**config.mk**
```make
export PLATFORM = sky130hd
export DESIGN_NAME = pattern_gen
export DESIGN_NICKNAME = d
export VERILOG_FILES = /design/src/rtl/pattern_gen.sv
export SDC_FILE = /design/constraint.sdc
export NUM_CORES = 1
export LEC_CHECK = 0
export ABC_AREA = 1
export ABC_CLOCK_PERIOD_IN_PS = 4660
export CORE_MARGIN = 4
export CORE_UTILIZATION = 50
export CTS_BUF_LIST = sky130_fd_sc_hd__clkbuf_8
export DETAILED_ROUTE_END_ITERATION = 12
export PLACE_DENSITY = 0.89
export SYNTH_ARGS = -nofsm -noshare
export SYNTH_HDL_FRONTEND = slang
export SYNTH_SLANG_ARGS = --single-unit
```
**constraint.sdc**
```tcl
create_clock -name clk -period 4.66 [get_ports clk]
set_input_delay 0.699 -clock clk [delete_from_list [all_inputs] [get_ports clk]]
set_output_delay 0.699 -clock clk [all_outputs]
set_load 0.01 [all_outputs]
```
**src/rtl/pattern_gen.sv**
```systemverilog
// Test pattern generator for a VGA pipeline.
// Renders vertical bars, horizontal bars, a checkerboard or scrolling bars.
// The pattern mode and scroll offset change only at frame boundaries.
module pattern_gen #(
    parameter int unsigned H_ACTIVE    = 640,
    parameter int unsigned V_ACTIVE    = 480,
    parameter int unsigned NUM_BARS    = 6,
    parameter int unsigned CELL_LOG2   = 5,
    parameter int unsigned SCROLL_STEP = 4
) (
    input  logic        clk,
    input  logic        reset,
    input  logic        clken,
    input  logic [1:0]  mode_req,
    input  logic        freeze,
    input  logic [9:0]  h_addr,
    input  logic [9:0]  v_addr,
    input  logic        valid,
    input  logic        v_sync,
    output logic [23:0] data,
    output logic [1:0]  mode_cur,
    output logic [15:0] frame_cnt
);

    // 11-bit arithmetic so h_addr + offset never overflows for H_ACTIVE <= 1023
    localparam logic [10:0] HACT    = 11'(H_ACTIVE);
    localparam logic [10:0] BAR_W   = 11'(H_ACTIVE / NUM_BARS);
    localparam logic [10:0] BAR_H   = 11'(V_ACTIVE / NUM_BARS);
    localparam logic [10:0] MAX_BAR = 11'(NUM_BARS - 1);
    localparam logic [10:0] STEP    = 11'(SCROLL_STEP);

    logic [23:0] data_q, data_d;
    logic [1:0]  mode_q, mode_d;
    logic [15:0] frame_q, frame_d;
    logic [9:0]  offset_q, offset_d;
    logic        vs_prev_q;

    logic        frame_edge;
    logic [10:0] scroll_sum;
    logic [10:0] scroll_x;
    logic [10:0] off_sum;

    function automatic logic [23:0] palette(input logic [2:0] idx);
        logic [23:0] c;
        case (idx)
            3'd0:    c = 24'hFF0000;
            3'd1:    c = 24'h00FF00;
            3'd2:    c = 24'h0000FF;
            3'd3:    c = 24'hFFFF00;
            3'd4:    c = 24'h00FFFF;
            3'd5:    c = 24'hFF00FF;
            3'd6:    c = 24'hFFFFFF;
            default: c = 24'h808080;
        endcase
        return c;
    endfunction

    // Bar colour for a position; the last bar absorbs the division remainder.
    function automatic logic [23:0] bar_colour(input logic [10:0] pos, input logic [10:0] width);
        logic [10:0] q;
        logic [2:0]  idx;
        q   = pos / width;
        idx = (q > MAX_BAR) ? MAX_BAR[2:0] : q[2:0];
        return palette(idx);
    endfunction

    // Frame boundary detection, next offset and pixel colour
    always_comb begin
        frame_edge = vs_prev_q & ~v_sync;

        scroll_sum = {1'b0, h_addr} + {1'b0, offset_q};
        scroll_x   = (scroll_sum >= HACT) ? scroll_sum - HACT : scroll_sum;

        off_sum    = {1'b0, offset_q} + STEP;

        mode_d   = mode_q;
        frame_d  = frame_q;
        offset_d = offset_q;
        if (frame_edge) begin
            mode_d  = mode_req;
            frame_d = frame_q + 16'd1;
            if (!freeze) begin
                offset_d = 10'((off_sum >= HACT) ? off_sum - HACT : off_sum);
            end
        end

        data_d = 24'h000000;
        if (valid) begin
            unique case (mode_q)
                2'd0: data_d = bar_colour({1'b0, h_addr}, BAR_W);
                2'd1: data_d = bar_colour({1'b0, v_addr}, BAR_H);
                2'd2: data_d = (h_addr[CELL_LOG2] ^ v_addr[CELL_LOG2]) ? 24'hFFFFFF : 24'h000000;
                2'd3: data_d = bar_colour(scroll_x, BAR_W);
                default: data_d = 24'h000000;
            endcase
        end
    end

    // State register; reset wins over clken and any coincident frame boundary
    always_ff @(posedge clk) begin
        if (!reset) begin
            data_q    <= 24'h000000;
            mode_q    <= 2'd0;
            frame_q   <= 16'd0;
            offset_q  <= 10'd0;
            vs_prev_q <= 1'b1;
        end else if (clken) begin
            data_q    <= data_d;
            mode_q    <= mode_d;
            frame_q   <= frame_d;
            offset_q  <= offset_d;
            vs_prev_q <= v_sync;
        end
    end

    assign data      = data_q;
    assign mode_cur  = mode_q;
    assign frame_cnt = frame_q;

endmodule

```
# == Yosys cells after proc, flatten, opt, wreduce, memory -nomap -nowiden ==
# Index checks and enable logic that the tools add are counted.
# op_classes
n_div,3
magnitude_cmp,5
addsub,5
eq_ne,21
reduce_logical,6
muxes,11
bitwise_logic,4
multipliers,0
n_shift,0
# op_table
op,count
$pmux W24 S7,3
$pmux W24 S4,1
$mux W24,2
$gt A11 B3 Y1 const B,3
$eq A3 B3 Y1 const B,9
$div A10 B7 Y11 const B,2
$ge A11 B10 Y1 const B,2
$eq A3 B2 Y1 const B,6
$add A16 B1 Y16 const B,1
$add A10 B10 Y11,1
$add A10 B3 Y11 const B,1
$div A11 B7 Y11 const B,1
$mux W11,1
$sub A11 B10 Y11 const B,1
$mux W10,1
$sub A10 B10 Y10 const B,1
$eq A3 B1 Y1 const B,3
$logic_not A3 Y1,3
$mux W3,3
$eq A2 B2 Y1 const B,2
$reduce_and A3 Y1,1
$eq A2 B1 Y1 const B,1
$logic_not A2 Y1,1
$not A1 Y1,2
other kinds (3),3
# word_totals
register_bits,53
memories,0
mem_bits_ro,0
inputBits,28
ram_bits,0
latchBits,0

# == Depth between registers and ports, before layout ==
# logic_depth
ltp_word,10
ltp_mapped,46
ltp_nobuf,46

# == Worst setup path before layout ==
# No wires, ideal clock.
# synth_timing
path_type,input-to-reg
from,input h_addr[2]
to,register data_q[6] (netlist: data[6])
cell_stages,40
slack_ns,-0.009
arrival_ns,4.549
path_cell_list,ha_1 fa_1 nand3_1 nand3_2 nand2_1 nand3b_1 nand2_2 ha_1 inv_1 nand3_2 nand2_2 inv_2 nand2_4 nand2_4 nor2_8 a21o_2 nor2_8 nand2_2 [4 not listed] nor2_2 nand3_4 nand2_4 nand2_2 nand2_2 nand2_1 nor2_2 nand2_2 nand2_2 inv_2 nand2_2 nand3_2 nand3_4 nand2_1 nand2_1 nand3_1 nand3_2 a21oi_1
# synth_via
elab_chain_cells,10
# synth_rtl
item,line_no,rtl
from (decl),16,"input logic [9:0] h_addr,"
$add A10 B10 Y11,71,"scroll_sum = {1'b0, h_addr} + {1'b0, offset_q};"
$sub A11 B10 Y11 / $ge A11 B10 Y1 (equally long branches),72,scroll_x = (scroll_sum >= HACT) ? scroll_sum - HACT : scroll_sum;
$mux W11,72,
$div A11 B7 Y11,62,q = pos / width;
$gt A11 B3 Y1,63,idx = (q > MAX_BAR) ? MAX_BAR[2:0] : q[2:0];
$mux W3,63,
$eq A3 B3 Y1 (tied with other cells),45,case (idx)
$pmux W24 S7,45,
$pmux W24 S4 (*),89,unique case (mode_q)
$mux W24 (*),88,if (valid) begin
to (signal assigned),108,data_q <= data_d;
to (decl),32,"logic [23:0] data_q, data_d;"
# Every way passes the cells marked *; elsewhere a longest branch is shown, timed or not.
# A chain may end at the register's enable or synchronous reset.

# == Worst setup path in the final report ==
# layout_timing
from,input h_addr[3]
to,register data_q[7] (netlist: data[7])
# Same word-level chain as after synthesis.

==> impl_metrics.tcl <==
set metrics [dict create \
    outcome "finished, violations left" \
    violations "negative setup slack" \
    cpMaxStageDelayCell "ha_1" \
    clockRootBuffer "clkbuf_8" \
    r2r_setup_slack_ns -0.22 \
    first_global_vias 4313 \
    timing.final.crit_share 1.067 \
    regToRegEndpoint "data[7]" \
    synth_ff_type "dfxtp_1" \
    port_buffers 65 \
    maxSlewHeadroom 0.4756 \
    wl_per_cell_um 16.40 \
    cp_max_fo 5 \
    dp.final_hpwl_mm 7.829 \
    min_path_cells 1 \
    die_h_um 95.29 \
    yosysUniqueCellTypes 48 \
    final_antenna_net_count 0 \
    drv_slew 0 \
    fmax_ghz 0.2010 \
    drv_cap 0 \
    rsz0062_at_grt "yes" \
    vias 4836 \
    htreeDepth 2 \
    tightest_slew_ns 0.7841 \
    yosys-top-cells-area "dfxtp_1 (17%), nand2_1 (14%), inv_1 (8.6%)" \
    arrival_ns 5.19 \
    io_pins 70 \
    critPathKind "input pin to register" \
    syn_nets 650 \
    netlist.area_leader.share 0.1734 \
    cp_common_cell "nand2_2" \
    fin_ws_ns -0.3139 \
    finalClockSkew_ns 0.005402 \
    yosysSeqAreaShare 0.1734 \
    grt_pass1_wl_mm 18.31 \
    fin_crit_ns 4.974 \
    vdd_drop_max_mv 0.2077 \
    drc 0 \
    via_per_inst 5.778 \
    synth_warnings 0 \
    die_area_um2 9080 \
    cp_slowest_stage_delay_ns 0.21 \
    clkTransAtPathRegs_ns 0.07 \
    globalplace.congestion 0.8704 \
    coreArea_um2 7331 \
    clock_sinks 33 \
    drt_pass1_iterations 8 \
    nets 780 \
    cts_tree "done" \
    syn_area_um2 3810 \
    fp.dieW_um 95.29 \
    start_util 0.5197 \
    grt_max_degree 25 \
    clockBufferDepth 2 \
    hold_path_class "register to register" \
    antenna_found_initial 0 \
    hold_viol_final 0 \
    powerDensity_nw_per_um2 391.8 \
    endpoint_kind "register" \
    cp-start-kind "input pin" \
    path_delay_family "simple AND/OR/NAND/NOR gates" \
    yosysTopAreaCell "dfxtp_1" \
    diodes 0 \
    setup_violations 6 \
    async_flop_share 0 \
    drive_above_1_share 0.3198 \
    min-delay-start "frame_cnt[15]" \
    grt_usage 0.2432 \
    wl_mm 13.73 \
    reg2reg_depth 44 \
    synth_edf_count 0 \
    worstPathRequired_ns 4.87 \
    cts_inserted_buffers 5 \
    grt_overflow 0 \
    finalSetupTns_ns -1.797 \
    areaGrowthSynthToFinish_pct 46.04 \
    worstReg2RegStart "offset_q[4]" \
    syn_area_per_cell_um2 6.266 \
    path_buf_inv 9 \
    drt-initial-drc-count 580 \
    hold_path_end "frame_cnt[15]" \
    syn_inst 608 \
    hold_ws_ns 0.4543 \
    clkLatencyLatePin_ns 0.29 \
    rows 31 \
    synth_seq_cells 33 \
    p_leak_uw 0.002611 \
]
flip-flops by register name, indices dropped and copies added (netlist names):
name / flops
data: 6
frame_cnt: 16
mode_cur: 2
offset_q: 8
vs_prev_q: 1
cell type report:
type / count / area (um2)
clock buffers: 6 / 82.58
clock inverters: 1 / 3.754
fillers: 421 / 1767
inverters: 101 / 389.1
multi-input cells: 453 / 3062
flip-flops and latches: 33 / 660.6
well taps: 99 / 123.9
repair buffers: 144 / 1242
cell usage after synthesis (2+ instances only):
| master | instances |
|---|---|
| nand3_4 | 2 |
| a21oi_4 | 3 |
| o21ai_0 | 33 |
| buf_4 | 18 |
| a22oi_1 | 2 |
| o21bai_1 | 2 |
| inv_2 | 11 |
| or2_2 | 3 |
| inv_4 | 2 |
| nand3_1 | 39 |
| o21a_1 | 2 |
| dfxtp_1 | 33 |
| nand2_1 | 138 |
| inv_1 | 87 |
| a21oi_2 | 2 |
| a211oi_1 | 2 |
| o21ai_1 | 2 |
| nor3_1 | 4 |
| nor2_1 | 61 |
| nand2_2 | 29 |
| ha_1 | 13 |
| xnor2_1 | 5 |
| nor2_2 | 5 |
| clkbuf_1 | 3 |
| a21oi_1 | 31 |
| nand2_4 | 14 |
| nand3_2 | 11 |
| xor2_1 | 15 |
| nand3b_1 | 4 |
| nand4_1 | 10 |
| o211ai_2 | 4 |
| nor2_8 | 2 |
layout by cell type, fill, tap and decap left out, drive strengths merged:
cell type / n
o2111ai: 1
and2: 1
buf: 80
a21oi: 36
o22ai: 1
nor3: 4
o221ai: 1
nor2: 69
dlymetal6s2s: 1
dfxtp: 33
and3: 1
nand3b: 4
o21bai: 2
xnor2: 5
dlygate4sd2: 1
clkbuf: 9
clkinv: 1
a211oi: 2
clkdlybuf4s50: 58
inv: 101
a32oi: 1
o211ai: 5
ha: 13
clkdlybuf4s15: 1
o21ba: 1
a31oi: 1
or2: 4
fa: 1
nand4: 11
xor2: 15
o21ai: 36
nand2: 181
o21a: 2
a21o: 1
nand3: 52
a22oi: 2
where the power goes:
part	internal (uW)	switching, uW
combinational	697	951
clock	115	108
sequential	293	15.6
total	1100	1080
metal layers:
layer,vias up,GRT usage,share of wire
li1,2189,-,-
met1,2237,0.2722,0.37
met2,319,0.4513,0.50
met3,91,0.04104,0.083
met4,0,0.09856,0.052
met5,-,0,0
worst register-to-register path: cells and delay by family (launching register included):
kind	cells	cell delay, ns
AO/OA/AOI/OAI	3	0.35
buffers and inverters	7	0.69
adder cells (fa/ha/maj)	1	0.29
flip-flops	1	0.52
AND/OR/NAND/NOR	33	2.95
worst max path at each step:
stage              end  depth (start not counted)       from  slack, ns
3_5_place_dp   data[6]                         42  h_addr[2]      -0.88
5_1_grt        data[7]                         43  h_addr[3]      -0.60
4_1_cts        data[7]                         46  h_addr[2]      -0.05
2_1_floorplan  data[6]                         43  h_addr[2]       0.02
6_report       data[7]                         46  h_addr[3]      -0.31
3_3_place_gp   data[7]                         44  h_addr[2]      -0.62
kinds of logic after synthesis:
kind of cell / Yosys count / synth area share
and+or+nand+nor: 327 / 0.4411
buffers and inverters: 122 / 0.1392
AOI/OAI and AO/OA: 92 / 0.1524
DFF: 33 / 0.1734
xor gates and xnor gates: 20 / 0.04598
adders and majority gates: 14 / 0.04795
metrics by stage:
step	instance area [um2]	std cells	utilization	total power (uW)	setup WS, ns
floorplan	3817	608	-	1157	0.01681
global placement	4866	807	0.6638	1456	-0.6158
detailed placement	4866	807	0.6638	1517	-0.8773
CTS	5253	828	0.7165	1913	-0.04693
global route	5564	837	0.7590	2298	-0.6034
finish	5564	837	0.7590	2180	-0.3139
timing repair:
action / 4_1_cts / 5_1_grt
setup buffers: 14 / 10
resized for setup: 46 / 65
pin swaps: 44 / 54
hold buffers: 0 / 0
endpoints found under the setup margin: 6 / 6
No activity file was read; power rests on OpenSTA's default activity.
